===== src/rtl/captura_numeros_if.sv =====
// captura_numeros_if: keypad strobes in, BCD operands and adder handshake out
interface captura_numeros_if;
  logic            tecla_valida;
  logic [3:0]      tecla;
  logic            ent;
  logic [3:0][3:0] numero;
  logic [3:0][3:0] numero_sv;
  logic            suma;
  logic            finalizar;
  logic [2:0]      digitos;
  logic [1:0]      estado;
  modport master (
    output tecla_valida, tecla, ent,
    input  numero, numero_sv, suma, finalizar, digitos, estado
  );
  modport slave (
    input  tecla_valida, tecla, ent,
    output numero, numero_sv, suma, finalizar, digitos, estado
  );
endinterface


===== src/rtl/captura_numeros.sv =====
// captura_numeros: assembles two 4-digit BCD operands from keypad strobes and drives the adder handshake
module captura_numeros #(
  parameter logic [3:0] TECLA_SUMA   = 4'hA,
  parameter logic [3:0] TECLA_IGUAL  = 4'hB,
  parameter logic [3:0] TECLA_BORRAR = 4'hC
) (
  input logic clk,
  input logic rst,
  captura_numeros_if.slave bus
);
  typedef enum logic [1:0] {ENTRADA_A, ENTRADA_B, ESPERA, MOSTRAR} estado_t;
  estado_t         estado_q, estado_d;
  logic [3:0][3:0] numero_q, numero_d;
  logic [3:0][3:0] numero_sv_q, numero_sv_d;
  logic            suma_q, suma_d;
  logic            finalizar_q, finalizar_d;
  logic [2:0]      digitos_q, digitos_d;
  logic            es_digito, es_suma, es_igual, es_borrar;
  assign es_digito = bus.tecla_valida && (bus.tecla <= 4'd9);
  assign es_suma   = bus.tecla_valida && (bus.tecla == TECLA_SUMA);
  assign es_igual  = bus.tecla_valida && (bus.tecla == TECLA_IGUAL);
  assign es_borrar = bus.tecla_valida && (bus.tecla == TECLA_BORRAR);
  // next state: clear overrides everything, including ent in ESPERA; pulses default low
  always_comb begin
    estado_d    = estado_q;
    numero_d    = numero_q;
    numero_sv_d = numero_sv_q;
    digitos_d   = digitos_q;
    suma_d      = 1'b0;
    finalizar_d = 1'b0;
    if (es_borrar) begin
      finalizar_d = 1'b1;
      numero_d    = '0;
      numero_sv_d = '0;
      digitos_d   = '0;
      estado_d    = ENTRADA_A;
    end else begin
      case (estado_q)
        ENTRADA_A, ENTRADA_B: begin
          if (es_digito && digitos_q < 3'd4) begin
            numero_d  = {numero_q[2:0], bus.tecla};
            digitos_d = digitos_q + 3'd1;
          end else if (es_suma && estado_q == ENTRADA_A) begin
            numero_sv_d = numero_q;
            numero_d    = '0;
            digitos_d   = '0;
            estado_d    = ENTRADA_B;
          end else if (es_igual && estado_q == ENTRADA_B) begin
            suma_d   = 1'b1;
            estado_d = ESPERA;
          end
        end
        ESPERA: estado_d = bus.ent ? MOSTRAR : ESPERA;
        MOSTRAR: begin
          if (es_digito) begin
            finalizar_d = 1'b1;
            numero_sv_d = '0;
            numero_d    = {12'h000, bus.tecla};
            digitos_d   = 3'd1;
            estado_d    = ENTRADA_A;
          end
        end
        default: estado_d = ENTRADA_A;
      endcase
    end
  end
  // state and output registers, cleared asynchronously
  always_ff @(posedge clk or posedge rst) begin
    if (rst) begin
      estado_q    <= ENTRADA_A;
      numero_q    <= '0;
      numero_sv_q <= '0;
      digitos_q   <= '0;
      suma_q      <= 1'b0;
      finalizar_q <= 1'b0;
    end else begin
      estado_q    <= estado_d;
      numero_q    <= numero_d;
      numero_sv_q <= numero_sv_d;
      digitos_q   <= digitos_d;
      suma_q      <= suma_d;
      finalizar_q <= finalizar_d;
    end
  end
  assign bus.numero    = numero_q;
  assign bus.numero_sv = numero_sv_q;
  assign bus.digitos   = digitos_q;
  assign bus.suma      = suma_q;
  assign bus.finalizar = finalizar_q;
  assign bus.estado    = estado_q;
endmodule


===== src/flat_wrapper.sv =====
// flat-port wrapper written by rule: the top's interface ports become plain ports
module captura_numeros_flat 
#(
  parameter logic [3:0] TECLA_SUMA   = 4'hA,
  parameter logic [3:0] TECLA_IGUAL  = 4'hB,
  parameter logic [3:0] TECLA_BORRAR = 4'hC
)
  (clk, rst, bus_tecla_valida, bus_tecla, bus_ent, bus_numero, bus_numero_sv, bus_suma, bus_finalizar, bus_digitos, bus_estado);
  captura_numeros_if bus_i ();
  input logic clk;
  input logic rst;
  input wire logic [$bits(bus_i.tecla_valida)-1:0] bus_tecla_valida;
  input wire logic [$bits(bus_i.tecla)-1:0] bus_tecla;
  input wire logic [$bits(bus_i.ent)-1:0] bus_ent;
  output wire logic [$bits(bus_i.numero)-1:0] bus_numero;
  output wire logic [$bits(bus_i.numero_sv)-1:0] bus_numero_sv;
  output wire logic [$bits(bus_i.suma)-1:0] bus_suma;
  output wire logic [$bits(bus_i.finalizar)-1:0] bus_finalizar;
  output wire logic [$bits(bus_i.digitos)-1:0] bus_digitos;
  output wire logic [$bits(bus_i.estado)-1:0] bus_estado;
  assign bus_i.tecla_valida = bus_tecla_valida;
  assign bus_i.tecla = bus_tecla;
  assign bus_i.ent = bus_ent;
  assign bus_numero = bus_i.numero;
  assign bus_numero_sv = bus_i.numero_sv;
  assign bus_suma = bus_i.suma;
  assign bus_finalizar = bus_i.finalizar;
  assign bus_digitos = bus_i.digitos;
  assign bus_estado = bus_i.estado;
  captura_numeros #(.TECLA_SUMA(TECLA_SUMA), .TECLA_IGUAL(TECLA_IGUAL), .TECLA_BORRAR(TECLA_BORRAR)) u_core (.clk(clk), .rst(rst), .bus(bus_i));
endmodule

===== config.mk =====
export PLATFORM = sky130hd
export DESIGN_NAME = captura_numeros_flat
export DESIGN_NICKNAME = d
export VERILOG_FILES = /design/src/rtl/captura_numeros_if.sv /design/src/rtl/captura_numeros.sv /design/src/flat_wrapper.sv
export SDC_FILE = /design/constraint.sdc
export NUM_CORES = 1
export LEC_CHECK = 0
export CAP_MARGIN = 20
export CORE_ASPECT_RATIO = 0.7
export CORE_UTILIZATION = 52
export CTS_CLUSTER_SIZE = 20
export DETAILED_ROUTE_END_ITERATION = 6
export PLACE_DENSITY_LB_ADDON = 0.15
export SETUP_SLACK_MARGIN = 0.05
export SLEW_MARGIN = 10
export SYNTH_ARGS = -nofsm -noshare
export SYNTH_HDL_FRONTEND = slang
export SYNTH_SLANG_ARGS = --single-unit

===== constraint.sdc =====
create_clock -name clk -period 4.3 [get_ports clk]
set_input_delay 0.645 -clock clk [delete_from_list [all_inputs] [get_ports clk]]
set_output_delay 0.645 -clock clk [all_outputs]
set_load 0.02 [all_outputs]

==> impl_metrics.csv <==
group,metric,value,unit
clocking,clock_latency,280,ps
floorplan,die_y,51.3,µm
synth,syn-instance-count,161,
synth,yosys_warnings,0,
timing,maxSlewHeadroom,0.393,
synth,yosysSeqAreaShare,0.541,
routing,routed_wl,4040,µm
run_status,run_status,"complete, no violations",
timing,finalSetupViolations,0,
critical_path,startpoint_type,"primary input",
timing,timing.fmax,398,MHz
synth,synth_area_leaders,"dfrtp_1 (54%), mux2i_1 (10%), nand2_1 (8.1%), a22o_1 (6.3%), mux2_2 (2.5%)",
global_routing,grt_max_degree,40,
critical_path,worstPathRequired,4470,ps
power,vdd_ir_drop_max,0.406,mV
synth,netlist_area,1810,µm²
run,max_cap_viol_count,0,
layout,final_nets,218,
layout,drive_above_1_share,0.0952,
min_path,hp-class,"reg2reg",
clocking,clkTransAtPathRegs,70,ps
global_routing,grt_pass1_wl,6870,µm
synth,avgSynthCellArea,11.2,µm²
clocking,postCtsHoldBufs,0,
power,total_power,1.63,mW
clocking,cts.sinks,39,
timing,final_hold_viol_count,0,
timing,final.period_utilization,0.585,
timing,final-max-slew-violation-count,0,
timing,skew,4.89,ps
clocking,cts_inserted_buffers,5,
floorplan,core_area,3230,µm²
synth,synth_edf_count,0,
clocking,postCtsSetupBuffers,0,
layout,regArea,976,µm²
routing,via_per_inst,5.46,
global_routing,antenna_found_initial,0,
synth,synth_top_cell_by_area,"dfrtp_1",
clocking,cts_resized,0,
placed_design,place_hpwl,2810,µm
floorplan,core.rowCount,17,
synth,synth_common_cells,"dfrtp_1 (39), nand2_1 (39), mux2i_1 (18)",
critical_path,critPathKind,"in2reg",
routing,first_pass_iters,4,
synth,async_flop_share,1.00,
routing,routedWlPerCell,15.7,µm
layout,fill_cells,227,
clocking,cts-root-buf,"clkbuf_8",
placed_design,place_congestion,0.934,
synth,ys_types,33,
placed_design,io_buffers,46,
global_routing,overflow,0,
clocking,htree_levels,2,
layout,multi_input_area,762,µm²
power,powerDensity,672,nW/µm²
layout,n_antenna_cell,0,
routing,drc,0,
global_routing,grt_pass1_vias,1382,
routing,drt-initial-drc-count,108,
synth,synthesis.nets,170,
critical_path,cp.arrival,2690,ps
timing,final.min_clock_period,2510,ps
clocking,cts_buffer_depth,2,
routing,vias,1403,
timing,fin_setup_tns,0,ps
synth,yosysTopAreaCellShare,0.541,
global_routing,grt_usage,0.250,
synth,synthFlopType,"dfrtp_1",
critical_path,critical_path_peak_fanout,19,
synth,synth-seq-cells,39,
clocking,cts_tree,"yes",
layout,area_growth_syn_to_layout,34.2,%
floorplan,ios,47,
timing,tightest_slew,909,ps
routing,postRouteAntennaNets,0,
floorplan,start_util,0.558,
timing,rsz0062_at_grt,"no",
critical_path,worst_setup_path_end_kind,"register",
power,leakage,1.17,nW
floorplan,dieArea,3720,µm²
floorplan,die_w,72.4,µm
[routing by layer]
| metal | wire length (µm) | GRT usage | vias to the layer above |
|---|---|---|---|
| li1 | - | - | 660 |
| met1 | 1990 | 0.352 | 695 |
| met2 | 1840 | 0.394 | 44 |
| met3 | 172 | 0.0533 | 4 |
| met4 | 34 | 0.0686 | 0 |
| met5 | 0 | 0 | - |
[metrics by stage]
step                       util  std cells  instance area [µm²]  hold slack, ps  worst slack [ps]
after CTS                 0.745        256                 2410             533              1730
after global placement    0.709        248                 2290             513              1560
after detailed placement  0.709        248                 2290             522              1430
after floorplan               -        161                 1810             617              2420
final                     0.750        257                 2420             533              1790
after global routing      0.750        257                 2420             550              1660
[path summary, 6_finish.rpt]
check | start | to | slack (ps) | depth (start not counted)
setup / recovery | bus_tecla[2] | u_core.bus.digitos[0]$_DFFE_PP0P_ | 1790 | 5
hold / removal | u_core.bus.numero_sv[2]$_DFFE_PP0P_ | u_core.bus.numero_sv[2]$_DFFE_PP0P_ | 530 | 2
setup reg to reg | u_core.bus.estado[0]$_DFFE_PP0P_ | u_core.bus.digitos[0]$_DFFE_PP0P_ | 2180 | 4
hold reg to reg | u_core.bus.numero_sv[2]$_DFFE_PP0P_ | u_core.bus.numero_sv[2]$_DFFE_PP0P_ | 530 | 2
max in group asynchronous | rst | u_core.bus.numero[2]$_DFFE_PP0P_ | 3180 | 3
min in group asynchronous | rst | u_core.bus.numero_sv[10]$_DFFE_PP0P_ | 780 | 3
[kinds of logic (layout without fill, tap and decap cells)]
kind of cell	count (synthesis)	after routing	share of synthesized area
buffers and inverters	13	62	0.0374
muxes	22	22	0.125
adders and majority gates	1	1	0.00693
xor gates and xnor gates	1	1	0.00485
and+or+nand+nor	55	55	0.137
DFF	39	39	0.541
AOI/OAI and AO/OA	30	30	0.148
[area by class of cell]
class / instances / share of cell area
sequential: 39 / 0.403
tap: 47 / 0.0243
inverter: 5 / 0.00774
timing repair buffer: 49 / 0.202
clock inverter: 2 / 0.0145
multi-input combinational: 109 / 0.314
clock buffer: 6 / 0.0341
[critical path: stages]
cell and delay [ps]:
clkdlybuf4s50_1 570, o21ai_0 140, and3_1 250, o32ai_4 660
mux2_2 410
[report_power, final]
group | internal (mW) | switching, mW
Clock | 0.188 | 0.123
Combinational | 0.346 | 0.352
Sequential | 0.495 | 0.125
[cell usage in the layout (no fill, tap or decap), types with 2 or more instances in the layout]
cell / netlist / routed
a21oi_1: 3 / 3
mux2_2: 4 / 4
nand2_1: 39 / 39
a22o_1: 13 / 13
and3_1: 6 / 6
nor2_1: 3 / 3
nor2b_1: 2 / 2
clkbuf_8: 0 / 6
mux2i_1: 18 / 18
buf_4: 0 / 2
dfrtp_1: 39 / 39
inv_1: 5 / 5
o21ai_0: 2 / 2
clkdlybuf4s50_1: 0 / 46
[state kept, by name, summed over array words and instances (netlist names)]
| name | cells |
|---|---|
| u_core.bus.suma | 1 |
| u_core.bus.finalizar | 1 |
| u_core.bus.estado | 2 |
| u_core.bus.numero_sv | 16 |
| u_core.bus.numero | 16 |
| u_core.bus.digitos | 3 |
No activity file was read; power rests on OpenSTA's default activity.
